--- config.mk ---
export PLATFORM = sky130hd
export DESIGN_NAME = stopwatch_display_scan_flat
export DESIGN_NICKNAME = d
export VERILOG_FILES = /design/src/rtl/stopwatch_display_scan_pkg.sv /design/src/rtl/stopwatch_display_scan_if.sv /design/src/rtl/stopwatch_display_scan_bcd_to_seg7.sv /design/src/rtl/stopwatch_display_scan.sv /design/src/flat_wrapper.sv
export SDC_FILE = /design/constraint.sdc
export NUM_CORES = 1
export LEC_CHECK = 0
export CORE_MARGIN = 8
export CORE_UTILIZATION = 45
export CTS_CLUSTER_DIAMETER = 80
export DETAILED_ROUTE_END_ITERATION = 6
export GPL_ROUTABILITY_DRIVEN = 0
export PLACE_DENSITY = 0.7
export SYNTH_ARGS = -nofsm -noshare
export SYNTH_HDL_FRONTEND = slang
export SYNTH_SLANG_ARGS = --single-unit
export TNS_END_PERCENT = 20
--- constraint.sdc ---
create_clock -name clk_in -period 2.2 [get_ports clk_in]
set_input_delay 0.33 -clock clk_in [delete_from_list [all_inputs] [get_ports clk_in]]
set_output_delay 0.33 -clock clk_in [all_outputs]
set_load 0.02 [all_outputs]
--- src/rtl/stopwatch_display_scan_pkg.sv ---
// Segment patterns and scan types shared by the display scanner.
// Patterns are active-high, bit order {g,f,e,d,c,b,a}.
package stopwatch_disp_pkg;

  localparam logic [6:0] SEG_0    = 7'h3F;
  localparam logic [6:0] SEG_1    = 7'h06;
  localparam logic [6:0] SEG_2    = 7'h5B;
  localparam logic [6:0] SEG_3    = 7'h4F;
  localparam logic [6:0] SEG_4    = 7'h66;
  localparam logic [6:0] SEG_5    = 7'h6D;
  localparam logic [6:0] SEG_6    = 7'h7D;
  localparam logic [6:0] SEG_7    = 7'h07;
  localparam logic [6:0] SEG_8    = 7'h7F;
  localparam logic [6:0] SEG_9    = 7'h6F;
  localparam logic [6:0] SEG_DASH = 7'h40;
  localparam logic [6:0] SEG_OFF  = 7'h00;

  typedef logic [1:0] digit_idx_t;

endpackage

--- src/rtl/stopwatch_display_scan_if.sv ---
// Display bundle: BCD time word in, multiplexed 7-seg drive out.
// master = time source side, slave = display scanner.
interface stopwatch_display_scan_if;
  logic [15:0] Q;
  logic        STOPPED;
  logic        BLANK_LZ;
  logic [6:0]  SEG;
  logic        DP;
  logic [3:0]  AN;

  modport master (
    output Q, STOPPED, BLANK_LZ,
    input  SEG, DP, AN
  );

  modport slave (
    input  Q, STOPPED, BLANK_LZ,
    output SEG, DP, AN
  );
endinterface

--- src/rtl/stopwatch_display_scan_bcd_to_seg7.sv ---
// Combinational BCD nibble to active-high 7-seg pattern.
// Ports: bcd (4-bit digit) in, seg {g..a} out; 10-15 give a dash.
module bcd_to_seg7
  import stopwatch_disp_pkg::*;
(
  input  logic [3:0] bcd,
  output logic [6:0] seg
);

  always_comb begin
    seg = SEG_DASH;
    case (bcd)
      4'd0: seg = SEG_0;
      4'd1: seg = SEG_1;
      4'd2: seg = SEG_2;
      4'd3: seg = SEG_3;
      4'd4: seg = SEG_4;
      4'd5: seg = SEG_5;
      4'd6: seg = SEG_6;
      4'd7: seg = SEG_7;
      4'd8: seg = SEG_8;
      4'd9: seg = SEG_9;
      default: seg = SEG_DASH;
    endcase
  end

endmodule

--- src/rtl/stopwatch_display_scan.sv ---
// 4-digit MM:SS multiplexed 7-seg scanner with snapshot and blink.
// Ports: clk_in, RESET_N (sync, low), disp (slave: Q/STOPPED/BLANK_LZ in, SEG/DP/AN out).
module stopwatch_display_scan
  import stopwatch_disp_pkg::*;
#(
  parameter int REFRESH_DIV    = 50000,
  parameter int BLINK_FRAMES   = 64,
  parameter bit SEG_ACTIVE_LOW = 1'b1
) (
  input logic                     clk_in,
  input logic                     RESET_N,
  stopwatch_display_scan_if.slave disp
);

  localparam int PW = (REFRESH_DIV > 1) ? $clog2(REFRESH_DIV) : 1;
  localparam int FW = (BLINK_FRAMES > 1) ? $clog2(BLINK_FRAMES) : 1;

  localparam logic [3:0] AN_INV  = SEG_ACTIVE_LOW ? 4'hF : 4'h0;
  localparam logic [6:0] SEG_INV = SEG_ACTIVE_LOW ? 7'h7F : 7'h00;
  localparam logic       DP_INV  = SEG_ACTIVE_LOW;

  logic [PW-1:0] presc;
  digit_idx_t    idx;
  logic [FW-1:0] frames;
  logic [15:0]   snap;
  logic          hidden;
  logic          load_pend;

  logic [3:0]    an_q;
  logic [6:0]    seg_q;
  logic          dp_q;

  logic          tick;
  logic          frame_tick;
  logic          frame_wrap;
  logic [15:0]   view;
  logic [3:0]    nib;
  logic [6:0]    pat;
  logic          lit;
  logic [3:0]    an_hi;
  logic [6:0]    seg_hi;
  logic          dp_hi;

  assign tick       = (presc == PW'(REFRESH_DIV - 1));
  assign frame_tick = tick && (idx == 2'd3);
  assign frame_wrap = (frames == FW'(BLINK_FRAMES - 1));

  // First cycle after reset decodes the word being latched,
  // so digit 0 of the first frame is already the fresh value.
  assign view = load_pend ? disp.Q : snap;

  always_comb begin
    nib = view[3:0];
    case (idx)
      2'd0: nib = view[3:0];
      2'd1: nib = view[7:4];
      2'd2: nib = view[11:8];
      2'd3: nib = view[15:12];
      default: nib = view[3:0];
    endcase
  end

  bcd_to_seg7 u_dec (
    .bcd (nib),
    .seg (pat)
  );

  // Hidden phase only counts while stopped; releasing STOPPED
  // shows the very next scan step without waiting a cycle.
  always_comb begin
    lit = !(hidden && disp.STOPPED);
    if (idx == 2'd3 && disp.BLANK_LZ && nib == 4'd0)
      lit = 1'b0;
    an_hi  = lit ? (4'b0001 << idx) : 4'b0000;
    seg_hi = lit ? pat : SEG_OFF;
    dp_hi  = lit && (idx == 2'd2);
  end

  always_ff @(posedge clk_in) begin
    if (!RESET_N) begin
      presc     <= '0;
      idx       <= 2'd0;
      frames    <= '0;
      snap      <= 16'h0000;
      hidden    <= 1'b0;
      load_pend <= 1'b1;
      an_q      <= AN_INV;
      seg_q     <= SEG_INV;
      dp_q      <= DP_INV;
    end else begin
      presc     <= tick ? '0 : presc + 1'b1;
      load_pend <= 1'b0;
      if (tick)
        idx <= idx + 1'b1;
      if (load_pend || frame_tick)
        snap <= disp.Q;
      if (!disp.STOPPED) begin
        frames <= '0;
        hidden <= 1'b0;
      end else if (frame_tick) begin
        if (frame_wrap) begin
          frames <= '0;
          hidden <= ~hidden;
        end else begin
          frames <= frames + 1'b1;
        end
      end
      an_q  <= an_hi ^ AN_INV;
      seg_q <= seg_hi ^ SEG_INV;
      dp_q  <= dp_hi ^ DP_INV;
    end
  end

  assign disp.AN  = an_q;
  assign disp.SEG = seg_q;
  assign disp.DP  = dp_q;

endmodule

--- src/flat_wrapper.sv ---
// flat-port wrapper written by rule: the top's interface ports become plain ports
module stopwatch_display_scan_flat import stopwatch_disp_pkg::*;
#(
  parameter int REFRESH_DIV    = 50000,
  parameter int BLINK_FRAMES   = 64,
  parameter bit SEG_ACTIVE_LOW = 1'b1
)
  (clk_in, RESET_N, disp_Q, disp_STOPPED, disp_BLANK_LZ, disp_SEG, disp_DP, disp_AN);
  stopwatch_display_scan_if disp_i ();
  input logic clk_in;
  input logic RESET_N;
  input wire logic [$bits(disp_i.Q)-1:0] disp_Q;
  input wire logic [$bits(disp_i.STOPPED)-1:0] disp_STOPPED;
  input wire logic [$bits(disp_i.BLANK_LZ)-1:0] disp_BLANK_LZ;
  output wire logic [$bits(disp_i.SEG)-1:0] disp_SEG;
  output wire logic [$bits(disp_i.DP)-1:0] disp_DP;
  output wire logic [$bits(disp_i.AN)-1:0] disp_AN;
  assign disp_i.Q = disp_Q;
  assign disp_i.STOPPED = disp_STOPPED;
  assign disp_i.BLANK_LZ = disp_BLANK_LZ;
  assign disp_SEG = disp_i.SEG;
  assign disp_DP = disp_i.DP;
  assign disp_AN = disp_i.AN;
  stopwatch_display_scan #(.REFRESH_DIV(REFRESH_DIV), .BLINK_FRAMES(BLINK_FRAMES), .SEG_ACTIVE_LOW(SEG_ACTIVE_LOW)) u_core (.clk_in(clk_in), .RESET_N(RESET_N), .disp(disp_i));
endmodule
==> results.sh <==
export IMPL_multi_input_area_mm2=0.00138
export IMPL_yosysTopAreaCellShare=0.423
export IMPL_synth_simple_area_share=0.214
export IMPL_yosysMostFrequentCell="dfxtp_1"
export IMPL_drv_slew=0
export IMPL_arrival_ns=2.38
export IMPL_final_util=0.587
export IMPL_syn2layout_area_growth_pct=27.4
export IMPL_routed_wl_um=5740
export IMPL_p_leak_uw=0.00130
export IMPL_antenna_left=0
export IMPL_startpoint="u_core.load_pend"
export IMPL_status="finished, violations left"
export IMPL_synth_top_family_by_area="simple AND/OR/NAND/NOR gates"
export IMPL_row_count=27
export IMPL_rsz0062_at_grt="yes"
export IMPL_start_util=0.461
export IMPL_hold_viol=0
export IMPL_relSlewSlack=0.566
export IMPL_synth_seq_cells=53
export IMPL_fill_cells=464
export IMPL_layout_setup_ws_ns=-0.00197
export IMPL_path_class="reg -> reg"
export IMPL_tritoncts="done"
export IMPL_regToRegEndpoint="u_core.disp.SEG[5]"
export IMPL_synth_edf_count=0
export IMPL_grt_total_usage=0.138
export IMPL_syn_avg_cell_area_um2=9.08
export IMPL_die_y_um=90.6
export IMPL_start_kind="flip-flop"
export IMPL_worstPathRequired_ns=2.38
export IMPL_synth_distinct_cells=43
export IMPL_syn_area_mm2=0.00251
export IMPL_crit_reg2reg_launch="u_core.load_pend"
export IMPL_nNetsFinal=358
export IMPL_fp_dieW_um=90.6
export IMPL_coreArea_mm2=0.00544
export IMPL_grt_pass1_wl_um=9400
export IMPL_synth_xor_area_share=0.0559
export IMPL_post_route_drc_count=0
export IMPL_holdBufCountCts=0
export IMPL_grt_pass1_vias=2035
export IMPL_die_area_mm2=0.00822
export IMPL_vias=2035
export IMPL_first_pass_iters=4
export IMPL_cts_root_buf="clkbuf_8"
export IMPL_period_share=1.00
export IMPL_pre_cts_slack_ns=-0.366
export IMPL_antenna_found_initial=0
export IMPL_path_clk_slew_ns=0.10
export IMPL_numCtsBuffers=5
export IMPL_hold_slack_ns=0.455
export IMPL_min_path_type="reg -> reg"
export IMPL_fin_crit_ns=2.20
export IMPL_drt_initial_drc_count=126
export IMPL_worstPathCellList="buf_12 -> buf_8 -> mux2_2 -> a222oi_1 -> mux2_4 -> buf_4 -> inv_1 -> ha_1 -> o22ai_2 -> nand2_1"
export IMPL_max_stage_delay_ns=0.37
export IMPL_end_kind="flip-flop"
export IMPL_cts_path_max_buffers=2
export IMPL_drive_above_1_share=0.201
export IMPL_fin_worst_skew_ns=0.00422
export IMPL_grt_max_degree=21
export IMPL_htree_num_levels=2
export IMPL_cp_max_fo=6
export IMPL_yosys_top_cells_area="dfxtp_1, nand2_1, ha_1"
export IMPL_viasPerCell=5.09
export IMPL_synth_common_cells="dfxtp_1, nand2_1, nor2_1"
export IMPL_crit_path_end="u_core.disp.SEG[5]"
export IMPL_cts_sinks=53
export IMPL_final_cells=400
export IMPL_synthAdderAreaFrac=0.0549
export IMPL_max_cap_violations=0
export IMPL_synth_async_reset_ratio=0
export IMPL_violations="setup timing"
export IMPL_peakVddDrop_mv=0.456
export IMPL_ys_seq_area_frac=0.423
export IMPL_io_pins=32
export IMPL_worstRegToRegCells=10
export IMPL_cp_slowest_cell="dfxtp_2"
export IMPL_synth_nets=307
export IMPL_clk_latency_ns=0.30
export IMPL_synth_top_area_cell="dfxtp_1"
export IMPL_reg2reg_slack_ns=-0.002
export IMPL_synthCells=276
export IMPL_ff_latch_area_mm2=0.00106
export IMPL_num_antenna_cells=0
export IMPL_setup_viol=1
export IMPL_synth_compound_area_frac=0.0998
export IMPL_synth_flop_cell="dfxtp_1"
export IMPL_portBuffers=31
export IMPL_dp_hpwl_um=4090
export IMPL_muxShareOfSynthArea=0.107
export IMPL_place_inst=387
export IMPL_grt_overflow=0
export IMPL_fmax_mhz=454
export IMPL_ys_warn_count=0
export IMPL_power_density_mw_per_mm2=617
export IMPL_worst_pin_slew_ns=0.650
export IMPL_wl_per_cell_um=14.3
==> worst min path at each step <==
stage,start,cells past startpoint,endpoint
2_1_floorplan,u_core.presc[0],1,u_core.presc[0]
3_3_place_gp,u_core.presc[0],1,u_core.presc[0]
3_5_place_dp,u_core.snap[13],2,u_core.snap[13]
4_1_cts,u_core.snap[1],2,u_core.snap[1]
5_1_grt,u_core.snap[6],2,u_core.snap[6]
6_report,u_core.snap[13],2,u_core.snap[13]
==> cells in the final DEF, fill, tap and decap left out, types with 2 or more instances in the layout <==
cell,netlist,layout
mux2i_2,2,2
and3_1,5,5
xor2_1,12,12
dfxtp_1,53,52
buf_4,2,23
inv_1,8,8
a222oi_1,4,4
a21oi_1,22,22
nor2b_1,2,2
or3_1,4,4
clkdlybuf4s50_1,0,31
clkbuf_8,0,5
o21ai_1,2,3
nand2_1,50,50
nand3_1,9,8
mux2i_1,8,8
nor2_1,26,24
mux2_2,9,8
mux2_4,4,5
xnor2_1,4,4
nor2_2,0,2
nand4_1,4,4
ha_1,11,10
o21ai_0,6,5
==> cell type report <==
| cell class | count | area share |
|---|---|---|
| clock buffers | 5 | 0.0215 |
| clock inverters | 3 | 0.0137 |
| inverters | 8 | 0.00940 |
| multi-input cells | 203 | 0.432 |
| flip-flops and latches | 53 | 0.333 |
| well taps | 72 | 0.0282 |
| repair buffers | 56 | 0.162 |
==> registers in the layout, indices dropped and copies added (netlist names) <==
register          flops
u_core.load_pend      1
u_core.idx            2
u_core.disp.DP        1
u_core.presc         16
u_core.snap          16
u_core.frames         6
u_core.disp.AN        3
u_core.disp.SEG       7
u_core.hidden         1
==> logic make-up (layout without fill, tap and decap cells) <==
logic type	Yosys count	in the layout
simple gates	112	112
flops	53	53
compound gates	41	41
mux	23	23
buf+inv	20	72
xor+xnor	16	16
fa+ha+maj	11	11
==> what timing repair did <==
| item | in CTS | in global routing |
|---|---|---|
| setup buffers | 6 | 0 |
| resized for setup | 9 | 5 |
| endpoints found under the hold margin | 0 | 0 |
| endpoints found under the setup margin | 11 | 27 |
==> worst max-delay path, delay by kind of cell, from the launching register on <==
family	cells	cell delay [ns]
AND/OR/NAND/NOR	1	0.08
buffers and inverters	4	0.41
AO/OA/AOI/OAI	2	0.42
adder cells (fa/ha/maj)	1	0.22
flip-flops	1	0.37
multiplexers	2	0.58
==> metrics by stage <==
step / power [µW] / setup TNS (ns) / area, µm²
finish: 1970 / -0.00197 / 3190
global route: 2060 / -1.03 / 3190
CTS: 1980 / 0 / 3180
detailed placement: 1300 / -3.58 / 2990
global placement: 1300 / -2.77 / 2990
floorplan: 1180 / 0 / 2510
==> layer usage <==
layer / vias up / part of all wire / GRT usage
met4: 0 / 0.011 / 0.0416
met1: 953 / 0.47 / 0.168
met3: 5 / 0.042 / 0.0357
met5: - / 0 / 0
li1: 1041 / - / -
met2: 36 / 0.48 / 0.233
==> power breakdown <==
part	switching, µW	internal (µW)	total [µW]	leakage, µW
Clock	323	341	664	0.0000585
Combinational	140	154	295	0.000806
Sequential	17.7	995	1010	0.000434
No activity file was read; power rests on OpenSTA's default activity.
